## src/rtl/sdcram_multiport_arbiter.sv

```systemverilog
// -----------------------------------------------------------------------------
// sdcram_multiport_arbiter
//
// Round-robin arbiter/bridge that shares the single-port sdcram among
// NUM_PORTS requesters (boot loader, sdcram controller, DMA masters).
// Each requester holds a level request until it gets a one-cycle ack.
// The arbiter then runs one sdcram access on that requester's behalf.
//
// Ports
//   CLK, RST_X      clock, asynchronous active-low reset
//   i_boot_lock     1 = only port 0 takes part in arbitration
//   p_req/p_we      per-port request level and write select
//   p_addr          per-port address, port k at [k*ADDR_W +: ADDR_W]
//   p_wdata/p_be    per-port write data (32 bits) and byte enables (4 bits)
//   p_ack, p_err    one-cycle completion pulse to the owner, plus timeout flag
//   o_rdata         read data, valid with p_ack for reads
//   o_grant         one-hot current owner, 0 while idle
//   sdcram_*        single-port sdcram interface
// -----------------------------------------------------------------------------
module sdcram_multiport_arbiter #(
   parameter int NUM_PORTS   = 2,
   parameter int ADDR_W      = 41,
   parameter int TIMEOUT_CYC = 65535
) (
   input  logic                        CLK,
   input  logic                        RST_X,
   input  logic                        i_boot_lock,
   input  logic [NUM_PORTS-1:0]        p_req,
   input  logic [NUM_PORTS-1:0]        p_we,
   input  logic [NUM_PORTS*ADDR_W-1:0] p_addr,
   input  logic [NUM_PORTS*32-1:0]     p_wdata,
   input  logic [NUM_PORTS*4-1:0]      p_be,
   output logic [NUM_PORTS-1:0]        p_ack,
   output logic                        p_err,
   output logic [31:0]                 o_rdata,
   output logic [NUM_PORTS-1:0]        o_grant,
   output logic [ADDR_W-1:0]           sdcram_addr,
   output logic                        sdcram_ren,
   output logic [3:0]                  sdcram_wen,
   output logic [31:0]                 sdcram_wdata,
   input  logic [31:0]                 sdcram_rdata,
   input  logic                        sdcram_busy
);

   localparam int                PTR_W    = (NUM_PORTS > 1) ? $clog2(NUM_PORTS) : 1;
   localparam logic [PTR_W:0]    NP       = (PTR_W+1)'(NUM_PORTS);
   localparam logic [PTR_W-1:0]  LAST_IDX = PTR_W'(NUM_PORTS - 1);
   localparam logic [23:0]       T_LAST   = 24'(TIMEOUT_CYC - 1);
   localparam logic [NUM_PORTS-1:0] ONE   = NUM_PORTS'(1);

   typedef enum logic [1:0] {S_IDLE, S_ISSUE, S_WAIT, S_RESP} state_t;

   state_t state_reg, state_next;

   logic [PTR_W-1:0] ptr_reg;
   logic [PTR_W-1:0] grant_idx_reg;
   logic             we_reg;
   logic [3:0]       be_reg;
   logic             err_reg;
   logic [23:0]      cnt_reg;

   // Per-port views of the packed request buses
   logic [NUM_PORTS-1:0] eligible;
   logic [ADDR_W-1:0]    addr_arr  [NUM_PORTS];
   logic [31:0]          wdata_arr [NUM_PORTS];
   logic [3:0]           be_arr    [NUM_PORTS];

   generate
      for (genvar gi = 0; gi < NUM_PORTS; gi++) begin : g_port
         assign addr_arr[gi]  = p_addr[gi*ADDR_W +: ADDR_W];
         assign wdata_arr[gi] = p_wdata[gi*32 +: 32];
         assign be_arr[gi]    = p_be[gi*4 +: 4];
         // Boot lock leaves only port 0 eligible
         assign eligible[gi]  = p_req[gi] & (~i_boot_lock | (gi == 0));
      end
   endgenerate

   // First eligible port at or after the pointer, wrapping modulo NUM_PORTS
   logic             found;
   logic [PTR_W-1:0] pick_idx;
   logic [PTR_W:0]   cand;

   always_comb begin
      found    = 1'b0;
      pick_idx = '0;
      cand     = '0;
      for (int i = 0; i < NUM_PORTS; i++) begin
         cand = {1'b0, ptr_reg} + (PTR_W+1)'(i);
         if (cand >= NP) begin
            cand = cand - NP;
         end
         if (!found && eligible[cand[PTR_W-1:0]]) begin
            found    = 1'b1;
            pick_idx = cand[PTR_W-1:0];
         end
      end
   end

   // Control FSM: next state and per-cycle strobes
   logic load_grant;
   logic issue_fire;
   logic wait_done;
   logic wait_timeout;

   always_comb begin
      state_next   = state_reg;
      load_grant   = 1'b0;
      issue_fire   = 1'b0;
      wait_done    = 1'b0;
      wait_timeout = 1'b0;
      case (state_reg)
         S_IDLE: begin
            if (found) begin
               load_grant = 1'b1;
               state_next = S_ISSUE;
            end
         end
         S_ISSUE: begin
            if (!sdcram_busy) begin
               issue_fire = 1'b1;
               state_next = S_WAIT;
            end
         end
         S_WAIT: begin
            // cnt_reg == 0 is the cycle right after issue, where busy may
            // not yet reflect the new access, so it is never taken as done.
            if ((cnt_reg != '0) && !sdcram_busy) begin
               wait_done  = 1'b1;
               state_next = S_RESP;
            end else if (cnt_reg == T_LAST) begin
               wait_timeout = 1'b1;
               state_next   = S_RESP;
            end
         end
         S_RESP: begin
            state_next = S_IDLE;
         end
         default: begin
            state_next = S_IDLE;
         end
      endcase
   end

   always_ff @(posedge CLK or negedge RST_X) begin
      if (!RST_X) begin
         state_reg <= S_IDLE;
      end else begin
         state_reg <= state_next;
      end
   end

   // Datapath registers
   always_ff @(posedge CLK or negedge RST_X) begin
      if (!RST_X) begin
         ptr_reg       <= '0;
         grant_idx_reg <= '0;
         we_reg        <= 1'b0;
         be_reg        <= '0;
         err_reg       <= 1'b0;
         cnt_reg       <= '0;
         o_grant       <= '0;
         o_rdata       <= '0;
         sdcram_addr   <= '0;
         sdcram_wdata  <= '0;
      end else begin
         if (load_grant) begin
            o_grant       <= ONE << pick_idx;
            grant_idx_reg <= pick_idx;
            we_reg        <= p_we[pick_idx];
            be_reg        <= be_arr[pick_idx];
            sdcram_addr   <= addr_arr[pick_idx];
            sdcram_wdata  <= wdata_arr[pick_idx];
            err_reg       <= 1'b0;
         end

         if (issue_fire) begin
            cnt_reg <= '0;
         end else if (state_reg == S_WAIT) begin
            cnt_reg <= cnt_reg + 24'd1;
         end

         if (wait_done && !we_reg) begin
            o_rdata <= sdcram_rdata;
         end

         if (wait_timeout) begin
            err_reg <= 1'b1;
         end

         if (state_reg == S_RESP) begin
            o_grant <= '0;
            ptr_reg <= (grant_idx_reg == LAST_IDX) ? '0 : grant_idx_reg + PTR_W'(1);
         end
      end
   end

   // Strobes exist only in the single issue cycle; a write with be=0 issues
   // no strobe but still walks through WAIT and gets acked.
   assign sdcram_ren = issue_fire & ~we_reg;
   assign sdcram_wen = (issue_fire && we_reg) ? be_reg : 4'b0000;

   assign p_ack = (state_reg == S_RESP) ? o_grant : '0;
   assign p_err = (state_reg == S_RESP) & err_reg;

endmodule

```

## config.mk

```make
export PLATFORM = sky130hd
export DESIGN_NAME = sdcram_multiport_arbiter
export DESIGN_NICKNAME = d
export VERILOG_FILES = /design/src/rtl/sdcram_multiport_arbiter.sv
export SDC_FILE = /design/constraint.sdc
export NUM_CORES = 1
export LEC_CHECK = 0
export ABC_AREA = 1
export CAP_MARGIN = 20
export CORE_MARGIN = 1.5
export CORE_UTILIZATION = 43
export DETAILED_ROUTE_END_ITERATION = 7
export MAX_ROUTING_LAYER = met4
export PLACE_DENSITY = 0.83
export SETUP_SLACK_MARGIN = 0.2
export SYNTH_ARGS = -nofsm -noshare
export SYNTH_HDL_FRONTEND = slang
export SYNTH_SLANG_ARGS = --single-unit
```

## constraint.sdc

```tcl
create_clock -name CLK -period 3.7 [get_ports CLK]
set_input_delay 0.555 -clock CLK [delete_from_list [all_inputs] [get_ports CLK]]
set_output_delay 0.555 -clock CLK [all_outputs]
set_load 0.1 [all_outputs]
```

=== Word level (Yosys, flattened, before mapping) ===
Index checks and enable logic that the tools add are counted.

* Flip-flop bits (word level): 141
* Input port bits: 194
* Output and inout port bits: 115
* Logic and storage cells: 93

* Add/subtract/negate cells: 5
* Order comparisons: 6
* Eq/ne operators: 7
* Shift operators: 1
* Mux-type cells: 44
* Bitwise operators: 6
* Reduce and logical (&&, ||, !) cells: 13

{| class="wikitable"
|+ Operator list
! cell !! count
|-
| $mux 41 || 3
|-
| $mux 32 || 3
|-
| $mux 24 || 2
|-
| $add 24x1->24 const B || 1
|-
| $eq 24x16->1 const B || 1
|-
| $mux 1 || 24
|-
| $reduce_bool 24->1 || 1
|-
| $mux 4 || 4
|-
| $mux 2 || 7
|-
| $pmux 2 s4 || 1
|-
| $lt 1x2->1 const B || 3
|-
| $reduce_bool 2->1 || 3
|-
| $eq 2x2->1 const B || 2
|-
| $ge 2x2->1 const B || 2
|-
| $logic_and 1x1->1 || 4
|-
| $ne 2x2->1 const B || 2
|-
| $and 1x1->1 || 3
|-
| $logic_not 1->1 || 3
|-
| $ne 3x3->1 const B || 1
|-
| $reduce_and 3->1 || 1
|-
| $add 1x1->2 const B || 1
|-
| $eq 2x1->1 const B || 1
|-
| $ge 1x2->1 const B || 1
|-
| $logic_not 2->1 || 1
|-
| 5 further kinds || 7
|}

=== Logic depth before layout (Yosys ltp) ===
Gate-level depths: netlist of run 1.

* Depth after elaboration: 12
* Mapped depth: 11
* Depth with buffers taken out: 11

=== Worst setup path before layout of run 1 ===
Ideal clock, no wire load.

* Path type: reg-to-output
* Start: register state_reg[1]
* End: output port sdcram_ren
* Data arrival time: 2.451 ns
* Required time: 3.145 ns
* Slack: 0.694 ns
* Stages on the path, launching flop included: 8
* Path buffers: 1
* Path through: dfrtp_1 > inv_1 > ha_1 > inv_1 > nor2_4 > clkinv_1 > buf_2 > nor2_1

* Cells in the longest elaborated chain, start to end: 3

{| class="wikitable"
|+ RTL lines
! item !! RTL line !! source
|-
| from (decl) || 53 || <nowiki>state_t state_reg, state_next;</nowiki>
|-
| from (signal assigned) || 148 || <nowiki>state_reg <= state_next;</nowiki>
|-
| $eq 2x1->1 || 111 || <nowiki>case (state_reg)</nowiki>
|-
| $mux 1 || 111 ||
|-
| $and 1x1->1 || 199 || <nowiki>assign sdcram_ren = issue_fire & ~we_reg;</nowiki>
|-
| to (decl) || 38 || <nowiki>output logic sdcram_ren,</nowiki>
|}

No other way between the ends.

=== Worst setup path in the final report of run 1 ===
* Start: register o_grant[1]
* End: output port o_grant[1]

{| class="wikitable"
|+ RTL lines
! item !! RTL line !! source
|-
| from (decl) || 36 || <nowiki>output logic [NUM_PORTS-1:0] o_grant,</nowiki>
|-
| from (signal assigned) || 167 || <nowiki>o_grant <= ONE << pick_idx;</nowiki>
|}

No word-level cell between the ends.

==> summary.md, run 1 <==
| Metric | Value |
|---|---|
| Outcome | `finished clean` |
| First-pass GRT wire length | `about 34 mm` |
| Syn nets | `about 1000` |
| Post-route ant nets | `0` |
| Number of global-route vias before repair | `approximately 7000` |
| Inst Count DP | `1314` |
| Initial antenna violation count | `0` |
| Leakage power | `approximately 4.7 nW` |
| Final hold vios | `0` |
| Sequential-to-total area share from yosys stat | `0.520` |
| Worst min-delay path class | `in -> async` |
| Die span in x | `between 100 and 150 um` |
| Vias | `a little under 7000` |
| Fin util | `0.688` |
| CTS max path bufs | `2` |
| Cell taking the most area after synthesis | `dfrtp_1` |
| Final clock skew | `approximately 0.009 ns` |
| Worst EP arrival | `just over 2 ns` |
| Hold Buf Count CTS | `0` |
| Syn. warnings | `0` |
| Asr flop ratio synth | `1.00` |
| Crit path time final | `roughly 2.6 ns` |
| Post-synth EDFFs | `0` |
| Grt total ovfl | `0` |
| Clock transition at the registers of the reported paths | `approximately 0.060 ns` |
| PwrDens | `between 1000 and 1500 nW/um^2` |
| Core area | `15300 um^2` |
| N_diodes | `0` |
| Measured slew at the worst slew-check pin | `approximately 1.1 ns` |
| Worst-Skew Late Latency | `around 0.42 ns` |
| Vias per inst | `~5.0` |
| Initial core utilization | `0.443` |
| Setup CP Type | `reg -> out` |
| Main synth FF type | `dfrtp_1` |
| R2R Path Start | `state_reg[0]` |
| Area of the die | `approximately 17000 um^2` |
| Area share of the leading cell type in the synthesized netlist | `0.520` |
| R2R depth | `7` |
| CP Capture Type | `output port` |
| Part of the cycle the worst path needs | `0.697` |
| Commonest non-fill, non-tap cells in the layout | `299 x clkdlybuf4s50_1, 186 x nand2_1, 141 x dfrtp_1` |
| Cell depth of the worst setup path | `1` |
| Post-CTS Setup Repair Bufs | `0` |
| Layout Cells excl Fill | `about 1300` |
| Largest registers | `sdcram_addr: 41 flops, o_rdata: 32 flops, sdcram_wdata: 32 flops` |
| Rel. slew slack | `0.251` |
| Max-cap viol count | `0` |
| Slowest-stage cell, CP | `clkdlybuf4s50_1` |
| CP bufs+invs | `1` |
| Max-slew violation count | `0` |
| Hpwl dp | `around 15 mm` |
| Post-cts sizing count | `0` |
| CTS root buffer | `clkbuf_16` |
| Wire length per cell | `~16 um` |
| Die Y | `roughly 130 um` |
| Number of detailed-route iterations in the first pass | `5` |
| Row count | `45` |
| Max incr delay on CP | `~1.2 ns` |
| Worst endpoint required time | `~3.1 ns` |
| Crit path max-delay family | `buffers and inverters` |
| Yosys reg bits | `roughly 140` |
| Synthesized instance count | `830` |
| I/O pin total | `309` |
| Crit Path Max Fanout | `3` |
| RePlAce Congestion | `between 0.8 and 0.9` |
| Crit path launch type | `flop` |
| Post-synthesis cell type count | `36` |
| DRC Markers | `0` |
| Iteration-0 DRC Markers | `335` |
| IO Port Bufs | `a little over 300` |
| Setup Viol. Count Final | `0` |
| RSZ-0062 raised after global routing | `no` |
| Register bank with the most flops | `sdcram_addr` |
| CTS Sinks | `approximately 140` |
| Area grow syn2layout | `55.3%` |
| Dominant cells by area after synthesis | `dfrtp_1 52%, nand2_1 10%, o21ai_1 6.6%` |
| Final wirelength | `~21 mm` |
| CTS tree | `done` |
| GR Util All Layers | `0.269` |
| Cell Chain, Critical Path | `clkdlybuf4s50_1` |
| R2R Setup Slk | `between 1 and 1.5 ns` |
| Most common cell after layout, fill and taps aside | `clkdlybuf4s50_1` |
| H-tree lvl count | `4` |
| Peak VDD IR | `between 0.5 and 0.6 mV` |
| Largest net degree at the start of global routing | `84` |
| Share of layout cells above drive strength 1 | `0.0687` |
| Setup TNS | `0 ns` |
| Mapped cell area | `about 6800 um^2` |
| Crit Reg-Reg Endpoint | `o_rdata[9]` |
| Max reg flops | `41` |
| Num CTS Buffers | `17` |
| Final Power | `0.0113 W` |
| Max Freq | `between 300 and 400 MHz` |
| # nets final | `about 1300` |
| Synth Area per Inst | `~8 um^2` |
synth_stat cells (4+ instances only):
library cell    n
nand2_1       186
o21ai_0        76
dfrtp_1       141
o22ai_1         4
buf_4          11
nor2_4          5
nand2_2         5
inv_2           5
nor3_1          6
clkbuf_1       15
nand4_1         5
o21ai_1        90
buf_6           4
nor2_1        118
inv_1          45
buf_2          13
nand3_1        52
ha_1            7
a21oi_1        17
area by class of cell:
type	count	area [um^2]
clock buffers	22	474
clock inverters	10	114
fillers	1253	4780
inverters	52	198
multi-input cells	594	2810
flip-flops and latches	141	3530
well taps	211	264
repair buffers	316	3150
cell families (layout without fill, tap and decap cells):
kind of cell / Yosys count / after routing / synth area share
AND/OR/NAND/NOR: 391 / 391 / 0.249
adder cells (fa/ha/maj): 7 / 7 / 0.0129
AO/OA/AOI/OAI: 196 / 196 / 0.152
flip-flops: 141 / 141 / 0.520
buffers and inverters: 95 / 400 / 0.0659
worst max-delay path by stage:
stage,start,to,slack (ns)
after floorplan,state_reg[1],sdcram_ren,0.69
after global placement,i_boot_lock,sdcram_wdata[0],1.23
after detailed placement,p_req[1],sdcram_wdata[19],1.21
after CTS,o_grant[1],o_grant[1],1.11
after global routing,state_reg[1],sdcram_wen[1],1.03
final,o_grant[1],o_grant[1],1.12
stage by stage:
step / hold slack [ns] / cell area [um^2] / setup WS, ns
final: 0.163 / 10500 / 1.12
after global routing: 0.219 / 10500 / 1.03
after CTS: 0.186 / 10500 / 1.11
after detailed placement: 0.454 / 9950 / 1.21
after global placement: 0.443 / 9950 / 1.23
after floorplan: 0.259 / 6780 / 0.694
routing by layer:
layer  wire length (um)  share of wire  global-route usage  up-vias
met5                  0              0                   -        -
li1                   -              -                   -     3310
met1               8110           0.39               0.301     3151
met3               1500          0.072              0.0740       65
met2              10400           0.50               0.444      250
met4                931          0.045               0.137        0
power by group:
group	switching [W]	total [W]	internal, W
Combinational	0.00550	0.00709	0.00159
Clock	0.000646	0.00169	0.00104
Sequential	0.000352	0.00253	0.00217
Total	0.00650	0.0113	0.00480
Note: power is estimated with default switching activity, not from simulation.
==> run 2: changes to the inputs <==
Settings changed: CORE_UTILIZATION 43 to 42, PLACE_DENSITY 0.83 to 0.81.
Clock period 3.7 ns to 2.6 ns, I/O delays scaled along.
==> run 2 against run 1 <==
Wire length is 1.2% higher. Sequential cell count is the same. Hold slack improved by 0.30 ns. Count of clock-buffer cells in the layout fell by 2. Design area is 1.5% lower. Via count is 0.21% higher. First-iteration DRC count is 3.3% higher. Global-route usage is 1.2 points lower. Non-clock buffer count rose by 5. Cell count rose by 0.74%. Critical path type unchanged. Critical endpoint is now sdcram_wen[3]. Largest cell class unchanged.
==> summary.md, run 2 (synthesis results as in run 1) <==
| Metric | Value |
|---|---|
| Outcome | `finished clean` |
| Fin util | `0.655` |
| Cell Chain, Critical Path | `inv_1 > ha_1 > inv_1 > nor2_4 > nand2_1 > nor2_1 > buf_12` |
| Vias per inst | `between 5 and 6` |
| CP bufs+invs | `3` |
| Setup CP Type | `reg -> out` |
| Setup TNS | `0 ns` |
| CP Capture Type | `output port` |
| CTS root buffer | `clkbuf_16` |
| Slowest-stage cell, CP | `dfrtp_1` |
| CTS tree | `done` |
| Final wirelength | `21.2 mm` |
| Max Freq | `approximately 440 MHz` |
| First-pass GRT wire length | `roughly 32 mm` |
| Inst Count DP | `1323` |
| Max-cap viol count | `0` |
| CTS Sinks | `around 140` |
| RSZ-0062 raised after global routing | `no` |
| Core area | `approximately 16000 um^2` |
| RePlAce Congestion | `~0.94` |
| Crit path time final | `approximately 2.3 ns` |
| Grt total ovfl | `0` |
| GR Util All Layers | `0.257` |
| Post-CTS Setup Repair Bufs | `0` |
| Die Y | `roughly 130 um` |
| Final hold vios | `0` |
| I/O pin total | `roughly 310` |
| Largest net degree at the start of global routing | `80` |
| Register bank with the most flops | `sdcram_addr` |
| Crit path max-delay family | `simple AND/OR/NAND/NOR gates` |
| Max reg flops | `41` |
| Worst endpoint required time | `2.21 ns` |
| Hpwl dp | `about 15 mm` |
| Most common cell after layout, fill and taps aside | `clkdlybuf4s50_1` |
| Final clock skew | `approximately 0.012 ns` |
| Crit path launch type | `flop` |
| H-tree lvl count | `4` |
| # nets final | `1328` |
| CP dominant cell by count | `inv_1` |
| Worst-Skew Late Latency | `0.42 ns` |
| Initial antenna violation count | `0` |
| Num CTS Buffers | `17` |
| Layout Cells excl Fill | `1356` |
| Crit Path Max Fanout | `4` |
| IO Port Bufs | `between 300 and 400` |
| Max-slew violation count | `0` |
| Setup Viol. Count Final | `0` |
| Initial core utilization | `0.429` |
| Largest registers | `sdcram_addr: 41 flops, o_rdata: 32 flops, sdcram_wdata: 32 flops` |
| Clock transition at the registers of the reported paths | `0.06 ns` |
| Post-route ant nets | `0` |
| Area of the die | `around 17000 um^2` |
| Area grow syn2layout | `52.9%` |
| Number of global-route vias before repair | `~6400` |
| Part of the cycle the worst path needs | `0.879` |
| Commonest non-fill, non-tap cells in the layout | `192 x clkdlybuf4s50_1, 186 x nand2_1, 141 x dfrtp_1` |
| Worst EP arrival | `about 1.9 ns` |
| Hold Buf Count CTS | `1` |
| DRC Markers | `0` |
| Max incr delay on CP | `~0.40 ns` |
| Post-cts sizing count | `0` |
| Rel. slew slack | `0.662` |
| Post-DP Area | `around 9800 um^2` |
| Die span in x | `~130 um` |
| N_diodes | `0` |
| Iteration-0 DRC Markers | `approximately 350` |
| Share of layout cells above drive strength 1 | `0.168` |
| Final Cell Area | `~10000 um^2` |
| Layout fillers | `about 1300` |
| Measured slew at the worst slew-check pin | `slightly above 0.5 ns` |
| Wire length per cell | `15.6 um` |
| Vias | `slightly below 7000` |
| CTS max path bufs | `2` |
| Worst min-delay path class | `in -> async` |
| Row count | `46` |
| Number of detailed-route iterations in the first pass | `4` |
-- run 2: cell types whose count changed in the layout (fill, tap and decap cells not counted), moves of 3 or more --
cell | before | now
buf_4 | 14 | 119
buf_12 | 2 | 8
inv_6 | 0 | 3
clkdlybuf4s50_1 | 299 | 192
-- run 2: area by class of cell --
type                            count  area, um^2  share of cell area
Tap cell                          216         270              0.0261
Clock buffer                       20         457              0.0440
Clock inverter                     12         113              0.0109
Inverter                           52         198              0.0191
Sequential cell                   141        3530               0.340
Timing Repair Buffer              321        3000               0.289
Multi-Input combinational cell    594        2810               0.271
-- run 2: per-stage QoR --
stage / hold WS (ns) / setup WS, ns
after CTS: 0.464 / 0.281
after detailed placement: 0.335 / 0.493
after floorplan: 0.0944 / 0.0241
after global placement: 0.332 / 0.541
after global routing: 0.499 / 0.212
final: 0.465 / 0.316
-- run 2: metal layers --
metal | GRT usage | wire (um)
met3 | 0.0636 | 1210
met4 | 0.112 | 763
met5 | - | 0
met2 | 0.424 | 10800
met1 | 0.299 | 8430
-- run 2: path summary, 6_finish.rpt --
check	from	end	slack (ns)	cells after the start
worst max-delay path	state_reg[1]	sdcram_wen[3]	0.32	7
worst min-delay path	RST_X	cnt_reg[6]	0.46	2
worst max register to register	state_reg[0]	o_rdata[22]	0.56	7
worst min register to register	o_rdata[9]	o_rdata[9]	0.47	2
max in group asynchronous	RST_X	o_rdata[4]	1.45	3
min in group CLK	o_rdata[9]	o_rdata[9]	0.47	2
-- run 2: worst reg2reg max path: cells and delay by family, from the launching register on --
family	cells	cell delay [ns]
simple gates	3	0.60
flops	1	0.41
buf+inv	3	0.66
fa+ha+maj	1	0.31
Power of run 2 is left out: the tool's default activity adds up to more than one toggle a clock period on the data nets, which glitch-free logic cannot reach.
==> run 3: changes to the inputs <==
Settings changed: HOLD_SLACK_MARGIN from default to 0.05.
==> results of run 3 <==
The final DEF is identical to that of run 2; final timing and power are the same.
Power of run 3 is left out for the same reason.
